==> src/rtl/piso_shift_tx_pkg.sv <==
// Shared definitions for the serial word transmitter and any matching receiver:
// FSM state encodings and counter-width helpers.
package piso_shift_tx_pkg;

  localparam logic [0:0] ST_IDLE  = 1'b0;
  localparam logic [0:0] ST_SHIFT = 1'b1;

  // Ceiling log2; returns 0 for value <= 1.
  function automatic int clog2_f(input int value);
    int result;
    result = 32'sd0;
    for (int v = value - 32'sd1; v > 32'sd0; v = v >>> 1) begin
      result = result + 32'sd1;
    end
    return result;
  endfunction

  // Counter width that never collapses to zero bits.
  function automatic int cnt_width_f(input int value);
    int w;
    w = clog2_f(value);
    return (w < 32'sd1) ? 32'sd1 : w;
  endfunction

endpackage

==> src/rtl/bit_rate_div.sv <==
// DIV-cycle enable generator: counts 0..DIV-1 while not cleared and flags the last count.
module bit_rate_div
  import piso_shift_tx_pkg::*;
#(
  parameter int DIV = 4
) (
  input  logic clk,
  input  logic rst,
  input  logic clear,
  output logic tick
);

  localparam int CW = cnt_width_f(DIV);
  localparam logic [CW-1:0] LAST = CW'(DIV - 32'sd1);

  logic [CW-1:0] cnt_r;

  // Divider counter, wrapping at DIV-1 and held at zero while cleared.
  always_ff @(posedge clk) begin
    if (rst || clear) begin
      cnt_r <= '0;
    end else if (cnt_r == LAST) begin
      cnt_r <= '0;
    end else begin
      cnt_r <= cnt_r + 1'b1;
    end
  end

  assign tick = (cnt_r == LAST);

endmodule

==> src/rtl/piso_shift_tx.sv <==
// Parallel-in/serial-out word transmitter: loads DIN on START and shifts it out on Q,
// holding each bit for DIV clocks, with BUSY over the frame and a one-cycle DONE after it.
module piso_shift_tx
  import piso_shift_tx_pkg::*;
#(
  parameter int WIDTH     = 8,
  parameter int DIV       = 4,
  parameter bit MSB_FIRST = 1'b1
) (
  input  logic             CLK,
  input  logic             RST,
  input  logic             START,
  input  logic [WIDTH-1:0] DIN,
  output logic             Q,
  output logic             Qn,
  output logic             BUSY,
  output logic             DONE
);

  localparam int BW = clog2_f(WIDTH);
  localparam logic [BW-1:0] LAST_BIT = BW'(WIDTH - 32'sd1);

  logic [0:0]       state_r;
  logic [WIDTH-1:0] shift_r;
  logic [BW-1:0]    bit_cnt_r;
  logic             q_r;
  logic             busy_r;
  logic             done_r;

  logic             tick_s;
  logic             div_clear_s;
  logic [WIDTH-1:0] shift_next_s;
  logic             next_bit_s;
  logic             load_bit_s;

  // Divider only runs while shifting, so every frame starts with a fresh bit period.
  always_comb begin
    div_clear_s = (state_r != ST_SHIFT);
  end

  bit_rate_div #(
    .DIV (DIV)
  ) u_bit_rate_div (
    .clk   (CLK),
    .rst   (RST),
    .clear (div_clear_s),
    .tick  (tick_s)
  );

  // Shift direction and the bit that lands on Q after a load or a shift.
  always_comb begin
    shift_next_s = '0;
    next_bit_s   = 1'b0;
    load_bit_s   = 1'b0;
    if (MSB_FIRST) begin
      shift_next_s = {shift_r[WIDTH-2:0], 1'b0};
      next_bit_s   = shift_r[WIDTH-2];
      load_bit_s   = DIN[WIDTH-1];
    end else begin
      shift_next_s = {1'b0, shift_r[WIDTH-1:1]};
      next_bit_s   = shift_r[1];
      load_bit_s   = DIN[0];
    end
  end

  // Frame FSM: load in IDLE, shift on each divider tick, finish after the last bit.
  always_ff @(posedge CLK) begin
    if (RST) begin
      state_r   <= ST_IDLE;
      shift_r   <= '0;
      bit_cnt_r <= '0;
      q_r       <= 1'b0;
      busy_r    <= 1'b0;
      done_r    <= 1'b0;
    end else begin
      case (state_r)
        ST_IDLE: begin
          done_r <= 1'b0;
          if (START) begin
            state_r   <= ST_SHIFT;
            shift_r   <= DIN;
            bit_cnt_r <= '0;
            q_r       <= load_bit_s;
            busy_r    <= 1'b1;
          end else begin
            q_r    <= 1'b0;
            busy_r <= 1'b0;
          end
        end
        ST_SHIFT: begin
          done_r <= 1'b0;
          if (tick_s) begin
            if (bit_cnt_r == LAST_BIT) begin
              state_r   <= ST_IDLE;
              shift_r   <= '0;
              bit_cnt_r <= '0;
              q_r       <= 1'b0;
              busy_r    <= 1'b0;
              done_r    <= 1'b1;
            end else begin
              shift_r   <= shift_next_s;
              bit_cnt_r <= bit_cnt_r + 1'b1;
              q_r       <= next_bit_s;
            end
          end else begin
            q_r <= q_r;
          end
        end
        default: begin
          state_r   <= ST_IDLE;
          shift_r   <= '0;
          bit_cnt_r <= '0;
          q_r       <= 1'b0;
          busy_r    <= 1'b0;
          done_r    <= 1'b0;
        end
      endcase
    end
  end

  assign Q    = q_r;
  assign Qn   = ~q_r;
  assign BUSY = busy_r;
  assign DONE = done_r;

endmodule

==> config.mk <==
export PLATFORM = sky130hd
export DESIGN_NAME = piso_shift_tx
export DESIGN_NICKNAME = d
export VERILOG_FILES = /design/src/rtl/piso_shift_tx_pkg.sv /design/src/rtl/bit_rate_div.sv /design/src/rtl/piso_shift_tx.sv
export SDC_FILE = /design/constraint.sdc
export NUM_CORES = 1
export LEC_CHECK = 0
export ABC_AREA = 1
export BUFFER_PORTS_ARGS = -buffer_cell sky130_fd_sc_hd__buf_2
export CAP_MARGIN = 20
export CORE_ASPECT_RATIO = 0.6
export CORE_MARGIN = 2
export CORE_UTILIZATION = 38
export CTS_CLUSTER_SIZE = 12
export DETAILED_ROUTE_END_ITERATION = 8
export MAX_ROUTING_LAYER = met4
export PLACE_DENSITY = 0.62
export SKIP_LAST_GASP = 1
export SYNTH_ARGS = -nofsm -noshare
export SYNTH_HDL_FRONTEND = slang
export SYNTH_HIERARCHICAL = 1
export SYNTH_SLANG_ARGS = --single-unit
export TNS_END_PERCENT = 1
==> constraint.sdc <==
create_clock -name CLK -period 1.3 [get_ports CLK]
set_input_delay 0.325 -clock CLK [delete_from_list [all_inputs] [get_ports CLK]]
set_output_delay 0.325 -clock CLK [all_outputs]
set_load 0.005 [all_outputs]
==> impl_metrics.ini, run 1 <==
[cts]
cts_tree = built
clockBufferDepth = 2
h-tree-depth = 1
clk_pin_slew_ns = 0.10
clock-root-buffer = clkbuf_4
cts_hold_buffers = 0
clk_latency_ns = 0.29
numClockSinks = 16
numCtsBuffers = 3

[place]
place_congestion = 0.776
hpwl_um = 1270
dp_cells = 159
port_buffers = 14

[synthesis]
yosysWarnings = 6
synthesis.nets = 130
ys_seq_area_frac = 0.386
synthCells = 115
synth_top_area_frac = 0.386
ys_ff_latch = 16
ys_types = 18
avgSynthCellArea_um2 = 7.21
ys_top_cells_by_area = dfxtp_1 39%, nand2_1 14%, nor2_1 10%, nand3_1 7.2%, ha_1 6.0%
syn_area_um2 = 830
synth_top_area_cell = dfxtp_1

[drt]
postRouteAntennaNets = 0
routedWlPerCell_um = 10.3
vias = 730
met2WireLength_um = 712
drc = 0
dr_wl_met3_um = 104
wl_um = 1690
viasPerCell = 4.48
dr.max_layer_used = met4
first_pass_iters = 4
wl_met1_um = 858
drt_iter0_drc = 21

[finish]
final_layout_size_suffix_gt1_frac = 0.218
multiInputGateArea_um2 = 433
nNetsFinal = 149
layout_common_cells = 31 x nand2_1, 23 x nor2_1, 16 x dfxtp_1
ff_latch_area_um2 = 320
layoutNonFillerInstCount = 163
antenna_cells = 0
final_common_cell = nand2_1
fill_cells = 241
areaGrowthSynthToFinish_pct = 17.0

[worst_setup_path]
cp.required_ns = 1.50
r2r_start = state_r
end_kind = flip-flop
path_max_fanout = 10
start_kind = flip-flop
criticalPathCategory = flip-flop to flip-flop
arrival_ns = 1.43
cp-startpoint = state_r

[power]
pwr-share-clk = 0.309
pwr_density_cell_mw_per_mm2 = 1130
switching_share = 0.285
seqPwrFrac = 0.506
combPwrFrac = 0.185
p_leak_uw = 0.000497
intPower_uw = 787
switchingPower_uw = 313
peakVddDrop_mv = 0.505

[timing]
hold_viol_final = 0
maxSlewViolCount = 0
timing.slew.headroom = 0.725
worst_pin_slew_ns = 0.412
period_needed_ns = 1.23
fin_crit_sh = 0.948
setup_viol = 0
finClkSkew_ns = 0.00418
fmax_ghz = 0.811
whs_ns = 0.240
rsz0062_at_grt = true

[min_path]
hold_class = input port to flip-flop
hp-start = RST

[floorplan]
die_x_um = 64.3
num_io_pins = 15
core_mm2 = 0.00211
die_area_mm2 = 0.00259
start_util = 0.392
rows = 13
die-height_um = 40.2

[global_routing]
grt_pass1_vias = 587
grt_pass1_wl_um = 2600
track_usage = 0.146
antenna_found_initial = 0
grt_overflow = 0
grt_max_degree = 14

[outcome]
status = finished clean

[flow_run]
maxCapViolCount = 0
-- critical path: stages, from the launching register on --
cell	delay, ns
dfxtp_1	0.58
nand2_4	0.19
nand2_4	0.15
inv_4	0.05
nor2_1	0.10
nor2_1	0.05
-- synth_stat cells, drive strengths merged --
cell / instances
nor2: 23
ha: 4
inv: 11
o21ai: 2
nand3: 12
nand3b: 6
nand2: 34
dfxtp: 16
nor3: 1
a21oi: 3
buf: 3
-- routing by layer --
metal  global-route usage  vias to the layer above
li1                     -                      399
met1                0.171                      313
met2                0.234                       15
met3               0.0674                        3
met4               0.0319                        0
met5                    -                        -
-- metrics by stage --
stage	setup TNS (ns)	power, µW	area [µm²]	utilization	setup WS [ns]
floorplan	0	719	830	-	0.162
global placement	0	768	932	0.441	0.0731
detailed placement	0	772	932	0.441	0.0245
CTS	0	1120	968	0.458	0.00165
global route	-0.00858	1170	971	0.459	-0.00561
finish	0	1100	971	0.459	0.0676
-- final cells by class --
type	instances	area share
timing repair buffer	17	0.0954
clock buffer	4	0.0374
tap	30	0.0387
sequential	16	0.330
multi-input combinational	85	0.446
inverter	11	0.0528
-- kinds of logic (layout without fill, tap and decap cells) --
| family | after synthesis | in the layout | synth area share |
|---|---|---|---|
| and+or+nand+nor | 76 | 76 | 0.428 |
| AOI/OAI and AO/OA | 5 | 5 | 0.0301 |
| buffers and inverters | 14 | 32 | 0.0950 |
| DFF | 16 | 16 | 0.386 |
| adders and majority gates | 4 | 4 | 0.0603 |
-- final timing paths --
kind / to / slack, ns / cells past startpoint
min reg2reg: u_bit_rate_div/cnt_r[0] / 0.43 / 1
max: shift_r[2] / 0.07 / 5
min: bit_cnt_r[1] / 0.24 / 2
max reg2reg: shift_r[2] / 0.07 / 5
-- power by group through the flow --
stage	Sequential (µW)	Clock, µW	Combinational [µW]
2_1_floorplan	553	0	166
3_3_place_gp	566	0	202
3_5_place_dp	568	0	204
4_1_cts	556	355	205
5_1_grt	562	374	234
6_report	556	340	204
-- sequential cells by signal, summed over array words and instances, names as in the netlist --
register	count
u_bit_rate_div/cnt_r	2
Q	1
DONE	1
bit_cnt_r	3
state_r	1
BUSY	1
shift_r	7
-- what timing repair did --
action,in CTS,in global routing
setup endpoints to repair,0,7
buffers inserted,0,0
gates resized for setup,0,2
Note: power is estimated with default switching activity, not from simulation.
==> inputs of run 2 (changes only) <==
--- a/config.mk
+++ b/config.mk
@@ -13,6 +13,7 @@
 export CORE_UTILIZATION = 38
 export CTS_CLUSTER_SIZE = 12
 export DETAILED_ROUTE_END_ITERATION = 8
+export GPL_TIMING_DRIVEN = 1
 export MAX_ROUTING_LAYER = met4
 export PLACE_DENSITY = 0.62
 export SKIP_LAST_GASP = 1
==> constraint.sdc (replaced) <==
create_clock -name CLK -period 1.2 [get_ports CLK]
set_input_delay 0.3 -clock CLK [delete_from_list [all_inputs] [get_ports CLK]]
set_output_delay 0.3 -clock CLK [all_outputs]
set_load 0.005 [all_outputs]
==> run 2 against run 1 <==
Fmax rose by 6.4%. Global-route usage rose by 0.81 points. Final area rose by 6.7%. Total power rose by 11%. First-iteration DRC count rose by 100%. Worst setup slack got worse by 0.026 ns. Wire length rose by 5.1%. Critical path type unchanged. Utilization rose by 3.1 points. Combinational power rose by 17%.
==> impl_metrics.ini, run 2 (synthesis results as in run 1) <==
[place]
placed_area_um2 = 962
place_congestion = 0.756
place_ws_ns = -0.0591
port_buffers = 14
hpwl_um = 1310

[power]
peakVddDrop_mv = 0.554
p_leak_uw = 0.000514
switchingPower_uw = 350
switching_share = 0.288
pwr-share-clk = 0.307
intPower_uw = 865
pwr_density_cell_mw_per_mm2 = 1170
seqPwrFrac = 0.497
combPwrFrac = 0.196

[floorplan]
rows = 13
die_x_um = 64.3
die-height_um = 40.2
core_mm2 = 0.00211
num_io_pins = 15
die_area_mm2 = 0.00259
start_util = 0.392

[drt]
viasPerCell = 4.57
wl_um = 1770
first_pass_iters = 4
vias = 763
routedWlPerCell_um = 10.6
drc = 0
drt_iter0_drc = 42
postRouteAntennaNets = 0

[global_routing]
busiest_layer = met2
track_usage = 0.154
grt_pass1_vias = 616
grt_max_degree = 11
met2_usage = 0.237
grt_overflow = 0
antenna_found_initial = 0
grt_util_met3 = 0.0506
met1_usage = 0.200
grt_pass1_wl_um = 2790

[worst_setup_path]
path_delay_family = adder cells
start_kind = flip-flop
path_max_fanout = 2
path_buf_inv = 1
cp_cell_sequence = ha_2 > buf_4 > ha_1 > nand2_1 > a21oi_2
end_kind = flip-flop
slowest_delay_ns = 0.33
arrival_ns = 1.39
criticalPathCategory = flip-flop to flip-flop
cp.required_ns = 1.43
critPathSlowestCell = dfxtp_2

[cts]
cts_tree = built
clockBufferDepth = 2
numClockSinks = 16
post_cts_buffers = 0
h-tree-depth = 1
clk_latency_ns = 0.29
numCtsBuffers = 3
cts_hold_buffers = 0
clk_pin_slew_ns = 0.10
clock-root-buffer = clkbuf_4

[timing]
setup_viol = 0
fin_crit_sh = 0.965
timing.slew.headroom = 0.867
hold_viol_final = 0
rsz0062_at_grt = true
finClkSkew_ns = 0.00833
maxSlewViolCount = 0
worst_pin_slew_ns = 0.199
period_needed_ns = 1.16
finalWorstSetupSlack_ns = 0.0417
fmax_ghz = 0.863
setup_tns_ns = 0

[finish]
nNetsFinal = 153
regMostFlops = shift_r
stdcell_area_mm2 = 0.00104
areaGrowthSynthToFinish_pct = 24.9
layout_common_cells = 31 x nand2_1, 23 x nor2_1, 14 x buf_2
fill_cells = 212
antenna_cells = 0
final_layout_size_suffix_gt1_frac = 0.285
largest_reg_flops = 7
final_common_cell = nand2_1
ff_latch_area_um2 = 324
top_regs = shift_r: 7 flops, bit_cnt_r: 3 flops, u_bit_rate_div/cnt_r: 2 flops
multiInputGateArea_um2 = 462

[flow_run]
maxCapViolCount = 0

[min_path]
hold_class = input port to flip-flop

[outcome]
status = finished clean
-- run 2: cell count changes in the layout (fill, tap and decap cells not counted), sizes merged --
cell  delta
buf      +4
-- run 2: worst paths after layout --
kind / start / endpoint / slack [ns] / depth (start not counted)
worst max-delay path: bit_cnt_r[0] / bit_cnt_r[2] / 0.04 / 5
worst min-delay path: RST / bit_cnt_r[2] / 0.22 / 2
worst max register to register: bit_cnt_r[0] / bit_cnt_r[2] / 0.04 / 5
worst min register to register: u_bit_rate_div/cnt_r[0] / u_bit_rate_div/cnt_r[0] / 0.47 / 1
-- run 2: through the flow --
step	utilization	hold WS (ns)	cells	total power [µW]
2_1_floorplan	-	0.369	115	779
3_3_place_gp	0.455	0.409	163	845
3_5_place_dp	0.455	0.412	163	849
4_1_cts	0.473	0.214	167	1220
5_1_grt	0.490	0.224	167	1280
6_report	0.490	0.216	167	1220
-- run 2: layout make-up --
class / count / area share
Clock buffer: 4 / 0.0350
Inverter: 11 / 0.0519
Multi-Input combinational cell: 85 / 0.446
Sequential cell: 16 / 0.313
Tap cell: 30 / 0.0362
Timing Repair Buffer: 21 / 0.118
-- run 2: timing repair --
action                     CTS  global route
cloned                       0             0
setup endpoints to repair    7             9
pin swaps                    0             0
gates resized for setup      2             9
-- run 2: power groups by stage --
| stage | Combinational [µW] | Clock (µW) | Sequential [µW] |
|---|---|---|---|
| after floorplan | 180 | 0 | 599 |
| after global placement | 234 | 0 | 611 |
| after detailed placement | 236 | 0 | 613 |
| after CTS | 237 | 380 | 601 |
| after global routing | 271 | 399 | 609 |
| final | 238 | 373 | 604 |
-- run 2: routing by layer --
layer  share of wire  wire length [µm]  vias to the layer above
li1                -                 -                      407
met1            0.50               886                      332
met2            0.42               749                       22
met3           0.069               123                        2
met4          0.0068                12                        0
met5               0                 0                        -
==> inputs of run 3 (changes only) <==
--- a/config.mk
+++ b/config.mk
@@ -11,6 +11,7 @@
 export CORE_ASPECT_RATIO = 0.6
 export CORE_MARGIN = 2
 export CORE_UTILIZATION = 38
+export CTS_BUF_LIST = sky130_fd_sc_hd__clkbuf_8 sky130_fd_sc_hd__clkbuf_16
 export CTS_CLUSTER_SIZE = 12
 export DETAILED_ROUTE_END_ITERATION = 8
 export GPL_TIMING_DRIVEN = 1
==> run 3 against run 2 <==
Clock power is 31% higher. Wire length increased by 0.73%. First-iteration DRC count is 29% lower. Via count down 0.13%. Final cell count unchanged. Sequential power about the same. Critical path type unchanged.
==> impl_metrics.ini, run 3 (synthesis results as in run 1) <==
[worst_setup_path]
arrival_ns = 1.34
end_kind = flip-flop
cp.required_ns = 1.39
start_kind = flip-flop
path_max_fanout = 2
criticalPathCategory = flip-flop to flip-flop

[drt]
drt_iter0_drc = 30
routedWlPerCell_um = 10.7
viasPerCell = 4.56
first_pass_iters = 4
drc = 0
postRouteAntennaNets = 0
vias = 762
wl_um = 1790

[cts]
clock-root-buffer = clkbuf_8
post_cts_buffers = 0
clockBufferDepth = 2
numClockSinks = 16
h-tree-depth = 1
cts_tree = built
numCtsBuffers = 3
clk_pin_slew_ns = 0.07
clk_latency_ns = 0.25
cts_hold_buffers = 0

[timing]
period_needed_ns = 1.15
fin_crit_sh = 0.958
rsz0062_at_grt = true
maxSlewViolCount = 0
whs_ns = 0.259
finalWorstSetupSlack_ns = 0.0504
hold_viol_final = 0
setup_tns_ns = 0
worst_pin_slew_ns = 0.224
setup_viol = 0
fmax_ghz = 0.870
finClkSkew_ns = 0.00216
timing.slew.headroom = 0.850

[finish]
final_common_cell = nand2_1
regMostFlops = shift_r
final_layout_size_suffix_gt1_frac = 0.277
top_regs = shift_r: 7 flops, bit_cnt_r: 3 flops, u_bit_rate_div/cnt_r: 2 flops
layout_common_cells = 31 x nand2_1, 23 x nor2_1, 14 x dfxtp_1, 14 x buf_2, 12 x nand3_1
nNetsFinal = 153
antenna_cells = 0
largest_reg_flops = 7
fill_cells = 214
areaGrowthSynthToFinish_pct = 25.5

[global_routing]
grt_pass1_wl_um = 2860
grt_overflow = 0
antenna_found_initial = 0
grt_pass1_vias = 625
grt_max_degree = 11
track_usage = 0.158

[power]
peakVddDrop_mv = 0.579
p_leak_uw = 0.000520
p_total_uw = 1330
pwr_density_cell_mw_per_mm2 = 1270

[min_path]
hold_class = input port to flip-flop

[place]
place_ws_ns = -0.0591
place_congestion = 0.756
port_buffers = 14
hpwl_um = 1310

[floorplan]
die-height_um = 40.2
num_io_pins = 15
rows = 13
die_area_mm2 = 0.00259
die_x_um = 64.3
start_util = 0.392
core_mm2 = 0.00211

[flow_run]
maxCapViolCount = 0

[outcome]
status = finished clean
[run 3: report_power, final]
| part | switching, µW | internal [µW] | total (µW) |
|---|---|---|---|
| logic | 130 | 107 | 238 |
| registers | 29.8 | 573 | 603 |
| clock network | 196 | 291 | 487 |
[run 3: cell type report]
type | instances | area, µm² | area share
well taps | 30 | 37.5 | 0.0361
clock buffers | 4 | 55.1 | 0.0529
flip-flops and latches | 16 | 323 | 0.310
multi-input cells | 85 | 452 | 0.434
repair buffers | 21 | 123 | 0.118
inverters | 11 | 51.3 | 0.0493
[run 3: metal layers]
metal	vias to the layer above	track usage	share of wire
li1	405	-	-
met1	331	0.204	0.52
met2	24	0.242	0.41
met3	2	0.0506	0.063
met4	0	0.0479	0.0067
met5	-	-	0
[run 3: path summary, 6_finish.rpt]
kind                                         startpoint                      end  slack, ns  cells past startpoint
worst min register to register  u_bit_rate_div/cnt_r[0]  u_bit_rate_div/cnt_r[0]       0.42                      1
worst max-delay path                       bit_cnt_r[1]             bit_cnt_r[2]       0.05                      5
worst min-delay path                                RST             bit_cnt_r[2]       0.26                      2
worst max register to register             bit_cnt_r[1]             bit_cnt_r[2]       0.05                      5
[run 3: critical path, cell delays in order, from the launching register on]
cell and delay, ns:
dfxtp_1 0.32, ha_2 0.20, buf_4 0.13, ha_1 0.26, nand2_1 0.06, a21oi_2 0.12
[run 3: per-stage QoR]
stage,area [µm²],std cells,utilization
3_5_place_dp,962,163,0.455
4_1_cts,1020,167,0.482
6_report,1040,167,0.492
2_1_floorplan,830,115,-
3_3_place_gp,962,163,0.455
5_1_grt,1040,167,0.492
[run 3: repair_timing]
| item | in CTS | in global routing |
|---|---|---|
| setup endpoints to repair | 7 | 9 |
| pin swaps | 0 | 1 |
| resized for setup | 2 | 6 |
